<file path="src/rtl/video_timing_pkg.sv">
// Shared types and raster arithmetic for the video timing controller.
// Axis totals and sync-window bounds are derived from the porch/sync widths.
package video_timing_pkg;

    localparam int CNT_W  = 11;
    localparam int FCNT_W = 16;

    typedef logic [2:0] mode_t;

    typedef enum logic {
        MANUAL = 1'b0,
        AUTO   = 1'b1
    } mode_state_t;

    function automatic int axis_total(input int active, input int fp, input int sync, input int bp);
        return active + fp + sync + bp;
    endfunction

    // Sync is asserted for sync_start <= cnt < sync_stop.
    function automatic int sync_start(input int active, input int fp);
        return active + fp;
    endfunction

    function automatic int sync_stop(input int active, input int fp, input int sync);
        return active + fp + sync;
    endfunction

endpackage

</file>
<file path="src/rtl/timing_axis_counter.sv">
// Wrapping raster axis counter; 'wrap' flags the increment that returns to zero.
module timing_axis_counter
    import video_timing_pkg::*;
#(
    parameter int TOTAL = 800
) (
    input  logic             clk,
    input  logic             rst,
    input  logic             inc,
    output logic [CNT_W-1:0] cnt,
    output logic             wrap
);

    localparam logic [CNT_W-1:0] LAST = CNT_W'(TOTAL - 1);

    assign wrap = inc && (cnt == LAST);

    always_ff @(posedge clk) begin
        if (rst) begin
            cnt <= '0;
        end else if (wrap) begin
            cnt <= '0;
        end else if (inc) begin
            cnt <= cnt + CNT_W'(1);
        end
    end

endmodule

</file>
<file path="src/rtl/video_timing_ctrl.sv">
// Raster timing generator plus per-frame pattern-mode sequencer.
// Mode changes (manual, auto-advance or software request) take effect only at pixel (0,0).
module video_timing_ctrl
    import video_timing_pkg::*;
#(
    parameter int   H_ACTIVE        = 640,
    parameter int   H_FP            = 16,
    parameter int   H_SYNC          = 96,
    parameter int   H_BP            = 48,
    parameter int   V_ACTIVE        = 480,
    parameter int   V_FP            = 10,
    parameter int   V_SYNC          = 2,
    parameter int   V_BP            = 33,
    parameter logic HSYNC_POL       = 1'b0,
    parameter logic VSYNC_POL       = 1'b0,
    parameter int   FRAMES_PER_MODE = 60,
    parameter int   NUM_MODES       = 8
) (
    input  logic        clk,
    input  logic        rst,
    input  logic        en,
    input  logic        cfg_valid,
    input  logic [2:0]  cfg_mode,
    input  logic        cfg_auto,
    output logic        cfg_ready,
    output logic [10:0] col_addr,
    output logic [10:0] row_addr,
    output logic        ready,
    output logic        hsync,
    output logic        vsync,
    output logic [2:0]  mode,
    output logic        frame_start
);

    localparam int H_TOTAL = axis_total(H_ACTIVE, H_FP, H_SYNC, H_BP);
    localparam int V_TOTAL = axis_total(V_ACTIVE, V_FP, V_SYNC, V_BP);

    localparam logic [CNT_W-1:0] H_ACT_END = CNT_W'(H_ACTIVE);
    localparam logic [CNT_W-1:0] V_ACT_END = CNT_W'(V_ACTIVE);
    localparam logic [CNT_W-1:0] HS_START  = CNT_W'(sync_start(H_ACTIVE, H_FP));
    localparam logic [CNT_W-1:0] HS_STOP   = CNT_W'(sync_stop(H_ACTIVE, H_FP, H_SYNC));
    localparam logic [CNT_W-1:0] VS_START  = CNT_W'(sync_start(V_ACTIVE, V_FP));
    localparam logic [CNT_W-1:0] VS_STOP   = CNT_W'(sync_stop(V_ACTIVE, V_FP, V_SYNC));

    localparam logic [FCNT_W-1:0] FRAME_LAST = FCNT_W'(FRAMES_PER_MODE - 1);
    localparam mode_t             MODE_LAST  = mode_t'(NUM_MODES - 1);
    localparam logic [3:0]        MODE_LIMIT = 4'(NUM_MODES);

    logic [CNT_W-1:0] h_cnt;
    logic [CNT_W-1:0] v_cnt;
    logic             h_wrap;
    logic             v_wrap;
    logic             at_origin;
    logic             frame_boundary;

    mode_state_t       state, state_nxt;
    mode_t             mode_nxt;
    logic [FCNT_W-1:0] frame_cnt, frame_cnt_nxt;
    logic              pend, pend_nxt;
    mode_t             pend_mode, pend_mode_nxt;
    logic              pend_auto, pend_auto_nxt;

    timing_axis_counter #(.TOTAL(H_TOTAL)) u_h_counter (
        .clk  (clk),
        .rst  (rst),
        .inc  (en),
        .cnt  (h_cnt),
        .wrap (h_wrap)
    );

    timing_axis_counter #(.TOTAL(V_TOTAL)) u_v_counter (
        .clk  (clk),
        .rst  (rst),
        .inc  (en && h_wrap),
        .cnt  (v_cnt),
        .wrap (v_wrap)
    );

    // at_origin tracks counters sitting at (0,0) without a second wide compare.
    assign frame_boundary = en && at_origin;

    always_ff @(posedge clk) begin
        if (rst) begin
            col_addr    <= '0;
            row_addr    <= '0;
            ready       <= 1'b0;
            hsync       <= ~HSYNC_POL;
            vsync       <= ~VSYNC_POL;
            frame_start <= 1'b0;
            at_origin   <= 1'b1;
        end else begin
            frame_start <= frame_boundary;
            if (en) begin
                col_addr  <= h_cnt;
                row_addr  <= v_cnt;
                ready     <= (h_cnt < H_ACT_END) && (v_cnt < V_ACT_END);
                hsync     <= ((h_cnt >= HS_START) && (h_cnt < HS_STOP)) ? HSYNC_POL : ~HSYNC_POL;
                vsync     <= ((v_cnt >= VS_START) && (v_cnt < VS_STOP)) ? VSYNC_POL : ~VSYNC_POL;
                at_origin <= v_wrap;
            end
        end
    end

    always_ff @(posedge clk) begin
        if (rst) begin
            state     <= MANUAL;
            mode      <= '0;
            frame_cnt <= '0;
            pend      <= 1'b0;
            pend_mode <= '0;
            pend_auto <= 1'b0;
        end else begin
            state     <= state_nxt;
            mode      <= mode_nxt;
            frame_cnt <= frame_cnt_nxt;
            pend      <= pend_nxt;
            pend_mode <= pend_mode_nxt;
            pend_auto <= pend_auto_nxt;
        end
    end

    // A request accepted on a boundary cycle sees pend=0 there, so it waits for the next frame.
    always_comb begin
        state_nxt     = state;
        mode_nxt      = mode;
        frame_cnt_nxt = frame_cnt;
        pend_nxt      = pend;
        pend_mode_nxt = pend_mode;
        pend_auto_nxt = pend_auto;
        if (cfg_valid && !pend) begin
            pend_nxt      = 1'b1;
            pend_mode_nxt = ({1'b0, cfg_mode} >= MODE_LIMIT) ? mode_t'(0) : cfg_mode;
            pend_auto_nxt = cfg_auto;
        end
        if (frame_boundary) begin
            if (pend) begin
                mode_nxt      = pend_mode;
                state_nxt     = pend_auto ? AUTO : MANUAL;
                frame_cnt_nxt = '0;
                pend_nxt      = 1'b0;
            end else if ((state == AUTO) && (frame_cnt == FRAME_LAST)) begin
                mode_nxt      = (mode == MODE_LAST) ? mode_t'(0) : mode + mode_t'(1);
                frame_cnt_nxt = '0;
            end else if (frame_cnt != FRAME_LAST) begin
                frame_cnt_nxt = frame_cnt + FCNT_W'(1);
            end
        end
    end

    always_comb begin
        cfg_ready = ~pend;
    end

endmodule

</file>
<file path="config.mk">
export PLATFORM = sky130hd
export DESIGN_NAME = video_timing_ctrl
export DESIGN_NICKNAME = d
export VERILOG_FILES = /design/src/rtl/video_timing_pkg.sv /design/src/rtl/timing_axis_counter.sv /design/src/rtl/video_timing_ctrl.sv
export SDC_FILE = /design/constraint.sdc
export NUM_CORES = 1
export LEC_CHECK = 0
export ABC_AREA = 1
export CORE_MARGIN = 3
export CORE_UTILIZATION = 60
export CTS_CLUSTER_DIAMETER = 50
export DETAILED_ROUTE_END_ITERATION = 12
export GPL_TIMING_DRIVEN = 0
export PLACE_DENSITY = 0.83
export RECOVER_POWER = 25
export SLEW_MARGIN = 20
export SYNTH_ARGS = -nofsm -noshare
export SYNTH_HDL_FRONTEND = slang
export SYNTH_SLANG_ARGS = --single-unit
</file>
<file path="constraint.sdc">
create_clock -name clk -period 4.1 [get_ports clk]
set_input_delay 0.82 -clock clk [delete_from_list [all_inputs] [get_ports clk]]
set_output_delay 0.82 -clock clk [all_outputs]
set_load 0.03 [all_outputs]
</file>
==> results of run 1 <==
## cell families (layout without fill, tap and decap cells)
group / count (synthesis) / count (layout)
mux: 2 / 2
compound gates: 96 / 96
flops: 74 / 74
xor+xnor: 10 / 10
buf+inv: 81 / 134
fa+ha+maj: 6 / 6
simple gates: 253 / 253
## metrics by stage
stage	util (%)	setup WS (ns)	std cells
final	75.82	1.252	647
after floorplan	-	2.302	522
after detailed placement	72.31	1.441	631
after CTS	76.41	1.662	647
after global placement	72.31	1.449	631
after global routing	75.82	1.019	647
## worst register-to-register path, delay by kind of cell (launching register included)
kind	cells	cell delay [ns]
simple gates	3	0.57
compound gates	1	0.87
flops	1	0.43
buf+inv	3	0.34
## power by group
part	switching, mW	leakage [nW]	internal, mW
combinational	0.109	0.956	0.0645
sequential	0.0196	0.604	0.744
clock	0.295	0.118	0.367
## placed cells by master (no fill, tap or decap), types with 2 or more instances in the layout
master / count
a21oi_1: 46
buf_2: 2
dlygate4sd3_1: 2
a21oi_2: 3
clkinv_1: 4
nand2_1: 100
nand2_2: 8
clkbuf_1: 10
inv_1: 58
o21ai_0: 38
inv_6: 3
mux2i_1: 2
a211oi_1: 2
nor2_1: 77
nand4_1: 15
nand3_1: 35
nor2_2: 4
xnor2_1: 2
a31oi_1: 2
bufinv_16: 2
o21ai_1: 4
dfxtp_1: 74
xor2_1: 8
inv_2: 3
clkbuf_8: 10
ha_1: 6
clkdlybuf4s50_1: 35
nor3_1: 9
## routing by layer
metal / share of wire, % / wire (um) / track usage [%]
met3: 7.5 / 662 / 6.910
met1: 42 / 3686 / 31.78
met4: 2.1 / 186 / 10.38
met5: 0 / 0 / 0
met2: 49 / 4304 / 44.61
## sequential cells by signal, summed over array words and instances (netlist names), 3 cells and up
signal	cells
mode	3
u_h_counter.cnt	11
frame_cnt	16
col_addr	11
row_addr	11
pend_mode	3
u_v_counter.cnt	11
## cell type report
cell class / count / area (um^2)
fill: 472 / 1373
sequential: 74 / 1481
clock inverter: 6 / 95.09
multi-input combinational: 367 / 1794
inverter: 65 / 244.0
clock buffer: 10 / 137.6
tap: 72 / 90.09
buffer: 16 / 90.09
timing repair buffer: 37 / 370.4
## how the worst min path moves through the flow
stage | startpoint | endpoint | cells after the start
after global routing | at_origin$_SDFFE_PP1P_ | at_origin$_SDFFE_PP1P_ | 2
final | at_origin$_SDFFE_PP1P_ | at_origin$_SDFFE_PP1P_ | 2
after global placement | at_origin$_SDFFE_PP1P_ | at_origin$_SDFFE_PP1P_ | 2
after CTS | at_origin$_SDFFE_PP1P_ | at_origin$_SDFFE_PP1P_ | 2
after floorplan | at_origin$_SDFFE_PP1P_ | at_origin$_SDFFE_PP1P_ | 2
after detailed placement | at_origin$_SDFFE_PP1P_ | at_origin$_SDFFE_PP1P_ | 2
==> results.ini, run 1 <==
[setup_path]
crit_arrival_ns=3.11
timing.rr.end=u_v_counter.cnt[1]$_SDFFE_PP0P_
crit_top_cell=inv_1
critical_path.cell_chain=dlygate4sd3_1 > inv_1 > nor3_1 > nand2_2 > o21ai_0 > inv_2 > nand2_1 > inv_1
cp_top_family=compound AO/OA/AOI/OAI gates
worstPathMaxFanout=9
critical_path.max_stage_delay_ns=0.87
end_kind=flop
critPathSlowestCell=o21ai_0
startpoint_type=input pin
crit_type=in -> reg
endpoint=u_v_counter.cnt[1]$_SDFFE_PP0P_
crit_start=en
required_ns=4.36
r2r-start=u_h_counter.cnt[4]$_SDFFE_PP0P_
r2r_setup_slack_ns=1.81
worst-path-buf-inv=4
reg2reg_depth=7
path_depth=8

[synthesis]
muxShareOfSynthArea_pct=0.5495
yosysWarningCount=0
synth-simple-area-share_pct=30.98
synth_seq_cells=74
synth_top_family_by_area=simple AND/OR/NAND/NOR gates
post-synth-top-area-fraction_pct=40.66
ys_types=36
synth_xor_area_share_pct=2.404
synth_edf_count=0
synthFlopType=dfxtp_1
yosysTopAreaCell=dfxtp_1
synth-compound-area-share_pct=14.08
netlist_instances=522
yosys-top-cells-area=dfxtp_1, nand2_1, nor2_1
synth_most_common_cell=nand2_1
ys_top_cells_by_count=nand2_1, nor2_1, dfxtp_1
syn_area_um2=3643
syn_avg_cell_area_um2=6.980
synthAdderAreaFrac_pct=2.060
async_reset_ff_share_pct=0
synth_fp_nets=536
synth_seq_area_share_pct=40.66

[floorplanning]
dieArea_um2=7043
std_cell_rows=27
initial_core_util_pct=64.20
die_h_um=83.93
io_pins=38
core_region_area_um2=5675
die-width_um=83.93

[status]
outcome=finished, final reports clean

[clocking]
clock_path_buffers=2
cts_sinks=74
cts_buffers=9
cts_tree=built
cts.htree.levels=3
clk_pin_slew_ns=0.09
ctsResizeCount=0
hold_buffers=0
clk_latency_ns=0.35
cts_setup_buffers=0
root_buffer=clkbuf_8

[route]
drt-initial-drc-count=209
dr.pass1.iters=5
drc_errors=0
wl_per_cell_um=13.66
antenna_left=0
vias_per_cell=5.536
drt-total-wl_um=8839
vias=3582

[timing]
maxSlewHeadroom_pct=28.06
slew_violations=0
fin_crit_sh_pct=69.47
final-hold-violation-count=0
worst_pin_slew_ns=1.068
fin_crit_ns=2.848
rsz0062_at_grt=no
hold_ws_ns=0.4595
setup_tns_ns=0
fmax_mhz=351.1
skew_ns=0.01153
finalSetupViolations=0

[global_routing]
overflow=0
grt_pass1_wl_um=15280
grt_max_degree=15
grt_pass1_vias=3493
grt_util_all_layers_pct=26.35
antenna_found_initial=0

[place]
hpwlAfterDp_um=6367
port_buffers=37
placed_area_um2=4104
place.gp.congestion=0.9023

[cells_and_area]
diodes=0
finalNetCount=584
areaGrowthSynthToFinish_pct=18.10
postLayoutCellArea_um2=4303
drive_gt1_share_pct=7.304

[pwr]
powerDensity_nw_per_um2=371.7
power_leakage_nw=1.678
power_mw=1.599
ir_drop_uv=394.9

[worst_hold_path]
hp-class=reg -> reg

[flow_run]
drv_cap=0

(Power assumes the default switching activity.)
==> run 2, diff against run 1 <==
--- a/config.mk
+++ b/config.mk
@@ -7,11 +7,11 @@
 export LEC_CHECK = 0
 export ABC_AREA = 1
 export CORE_MARGIN = 3
-export CORE_UTILIZATION = 60
+export CORE_UTILIZATION = 56
 export CTS_CLUSTER_DIAMETER = 50
 export DETAILED_ROUTE_END_ITERATION = 12
 export GPL_TIMING_DRIVEN = 0
-export PLACE_DENSITY = 0.83
+export PLACE_DENSITY = 0.78
 export RECOVER_POWER = 25
 export SLEW_MARGIN = 20
 export SYNTH_ARGS = -nofsm -noshare
==> constraint.sdc (replaced) <==
create_clock -name clk -period 2.7 [get_ports clk]
set_input_delay 0.54 -clock clk [delete_from_list [all_inputs] [get_ports clk]]
set_output_delay 0.54 -clock clk [all_outputs]
set_load 0.03 [all_outputs]
==> results.ini, run 2 (synthesized netlist as in run 1, its figures left out) <==
[status]
outcome=finished, final reports clean

[cells_and_area]
final_common_cell=nand2_1
layout_common_cells=nand2_1, nor2_1, dfxtp_1, inv_1, a21oi_1
largest_reg_flops=16  ; unchanged
drive_gt1_share_pct=7.478  ; +0.17 points
final_util_pct=71.65  ; -4.2 points
regMostFlops=frame_cnt
layoutNonFillerInstCount=650  ; +0.46%
diodes=0  ; unchanged
nFillCells=511  ; +8.3%
finalNetCount=584  ; unchanged
areaGrowthSynthToFinish_pct=19.88

[global_routing]
grt_pass1_wl_um=15100  ; -1.2%
grt_util_all_layers_pct=25.11  ; -1.2 points
antenna_found_initial=0  ; unchanged
grt_pass1_vias=3381  ; -3.2%
grt_max_degree=13  ; -2
overflow=0  ; unchanged

[clocking]
clk_pin_slew_ns=0.08  ; about the same
cts_sinks=74  ; unchanged
clock_path_buffers=2  ; unchanged
root_buffer=clkbuf_8
clk_latency_ns=0.35  ; about the same
cts_setup_buffers=0  ; unchanged
hold_buffers=0  ; unchanged
ctsResizeCount=0  ; unchanged
cts_buffers=9  ; unchanged
cts_tree=built
cts.htree.levels=3  ; unchanged

[route]
dr.pass1.iters=5  ; unchanged
wl_per_cell_um=13.66  ; about the same
drt-initial-drc-count=222  ; +6.2%
drc_errors=0  ; unchanged
vias_per_cell=5.358  ; -3.2%
drt-total-wl_um=8877  ; +0.43%
vias=3483  ; -2.8%
antenna_left=0  ; unchanged

[setup_path]
crit_type=in -> reg
startpoint_type=input pin
reg2reg_depth=8  ; +1
required_ns=2.94  ; -1.42 ns
crit_arrival_ns=2.59  ; -0.52 ns
end_kind=flop
worstPathMaxFanout=10  ; +1

[timing]
maxSlewHeadroom_pct=58.99  ; +31 points
worst_pin_slew_ns=0.6151  ; -0.4527 ns
finalSetupViolations=0  ; unchanged
rsz0062_at_grt=no
fmax_mhz=426.3
slew_violations=0  ; unchanged
fin_crit_ns=2.346
fin_crit_sh_pct=86.88
setup_tns_ns=0  ; unchanged
skew_ns=0.007252  ; -0.004275 ns
final-hold-violation-count=0  ; unchanged

[place]
port_buffers=37  ; unchanged
hpwlAfterDp_um=6273  ; -1.5%
place.gp.congestion=0.8863  ; -1.8%
placed_cells=634  ; +0.48%

[floorplanning]
dieArea_um2=7510  ; +6.6%
die_h_um=86.66  ; +3.3%
io_pins=38  ; unchanged
die-width_um=86.66  ; +3.3%
initial_core_util_pct=59.77  ; -4.4 points
core_region_area_um2=6096  ; +7.4%
std_cell_rows=28  ; +3.7%

[pwr]
power_leakage_nw=1.714  ; +2.1%
ir_drop_uv=453.3  ; +15%
powerDensity_nw_per_um2=587.3  ; +58%

[flow_run]
drv_cap=0  ; unchanged

[worst_hold_path]
hp-class=reg -> reg
min_path_cells=2  ; unchanged

-- run 2: path summary, 6_finish.rpt --
path	start	endpoint	slack, ns
setup / recovery	en	u_h_counter.cnt[7]$_SDFFE_PP0P_	0.35
hold / removal	at_origin$_SDFFE_PP1P_	at_origin$_SDFFE_PP1P_	0.46
setup reg to reg	u_h_counter.cnt[1]$_SDFFE_PP0P_	u_v_counter.cnt[6]$_SDFFE_PP0P_	1.02
hold reg to reg	at_origin$_SDFFE_PP1P_	at_origin$_SDFFE_PP1P_	0.46
-- run 2: per-stage QoR --
step / setup slack, ns / hold WS [ns] / total power, mW / instance area [um^2]
2_1_floorplan: 1.182 / 0.4263 / 1.351 / 3643
3_3_place_gp: 0.2829 / 0.4402 / 1.443 / 4108
3_5_place_dp: 0.2929 / 0.4409 / 1.447 / 4108
4_1_cts: 0.5537 / 0.4553 / 2.585 / 4374
5_1_grt: 0.2279 / 0.4965 / 2.663 / 4368
6_report: 0.3541 / 0.4567 / 2.565 / 4368
-- run 2: power by group --
part	switching (mW)	leakage [nW]	internal (mW)	total (mW)
registers	0.0272	0.604	1.13	1.16
logic	0.167	0.976	0.0986	0.265
clock network	0.411	0.134	0.732	1.14
total	0.605	1.71	1.96	2.57
-- run 2: worst max-delay path: stages --
cell and delay (ns):
dlygate4sd3_1 0.58, clkbuf_1 0.45, nand2_1 0.21, nor2_2 0.16
nand3_1 0.14, nor2_1 0.15, nand2_1 0.10, o21ai_0 0.18
a21oi_1 0.06
-- run 2: routing by layer --
layer	up-vias	global-route usage (%)	wire, um
li1	1787	-	-
met1	1574	29.53	3857
met2	96	43.05	4318
met3	26	7.034	475
met4	0	10.06	225
met5	-	0	0
-- run 2: final cells by class --
cell class	count	area [um^2]	area share [%]
inverters	65	244.0	5.586
repair buffers	37	370.4	8.479
clock buffers	11	141.4	3.237
plain buffers	16	90.09	2.062
well taps	75	93.84	2.148
flip-flops and latches	74	1481	33.92
clock inverters	5	125.1	2.865
multi-input cells	367	1822	41.71
==> run 3, diff against run 2 <==
--- a/config.mk
+++ b/config.mk
@@ -9,6 +9,7 @@
 export CORE_MARGIN = 3
 export CORE_UTILIZATION = 56
 export CTS_CLUSTER_DIAMETER = 50
+export CTS_CLUSTER_SIZE = 14
 export DETAILED_ROUTE_END_ITERATION = 12
 export GPL_TIMING_DRIVEN = 0
 export PLACE_DENSITY = 0.78
==> results of run 3 <==
The final DEF is identical to that of run 2; final timing and power are the same.
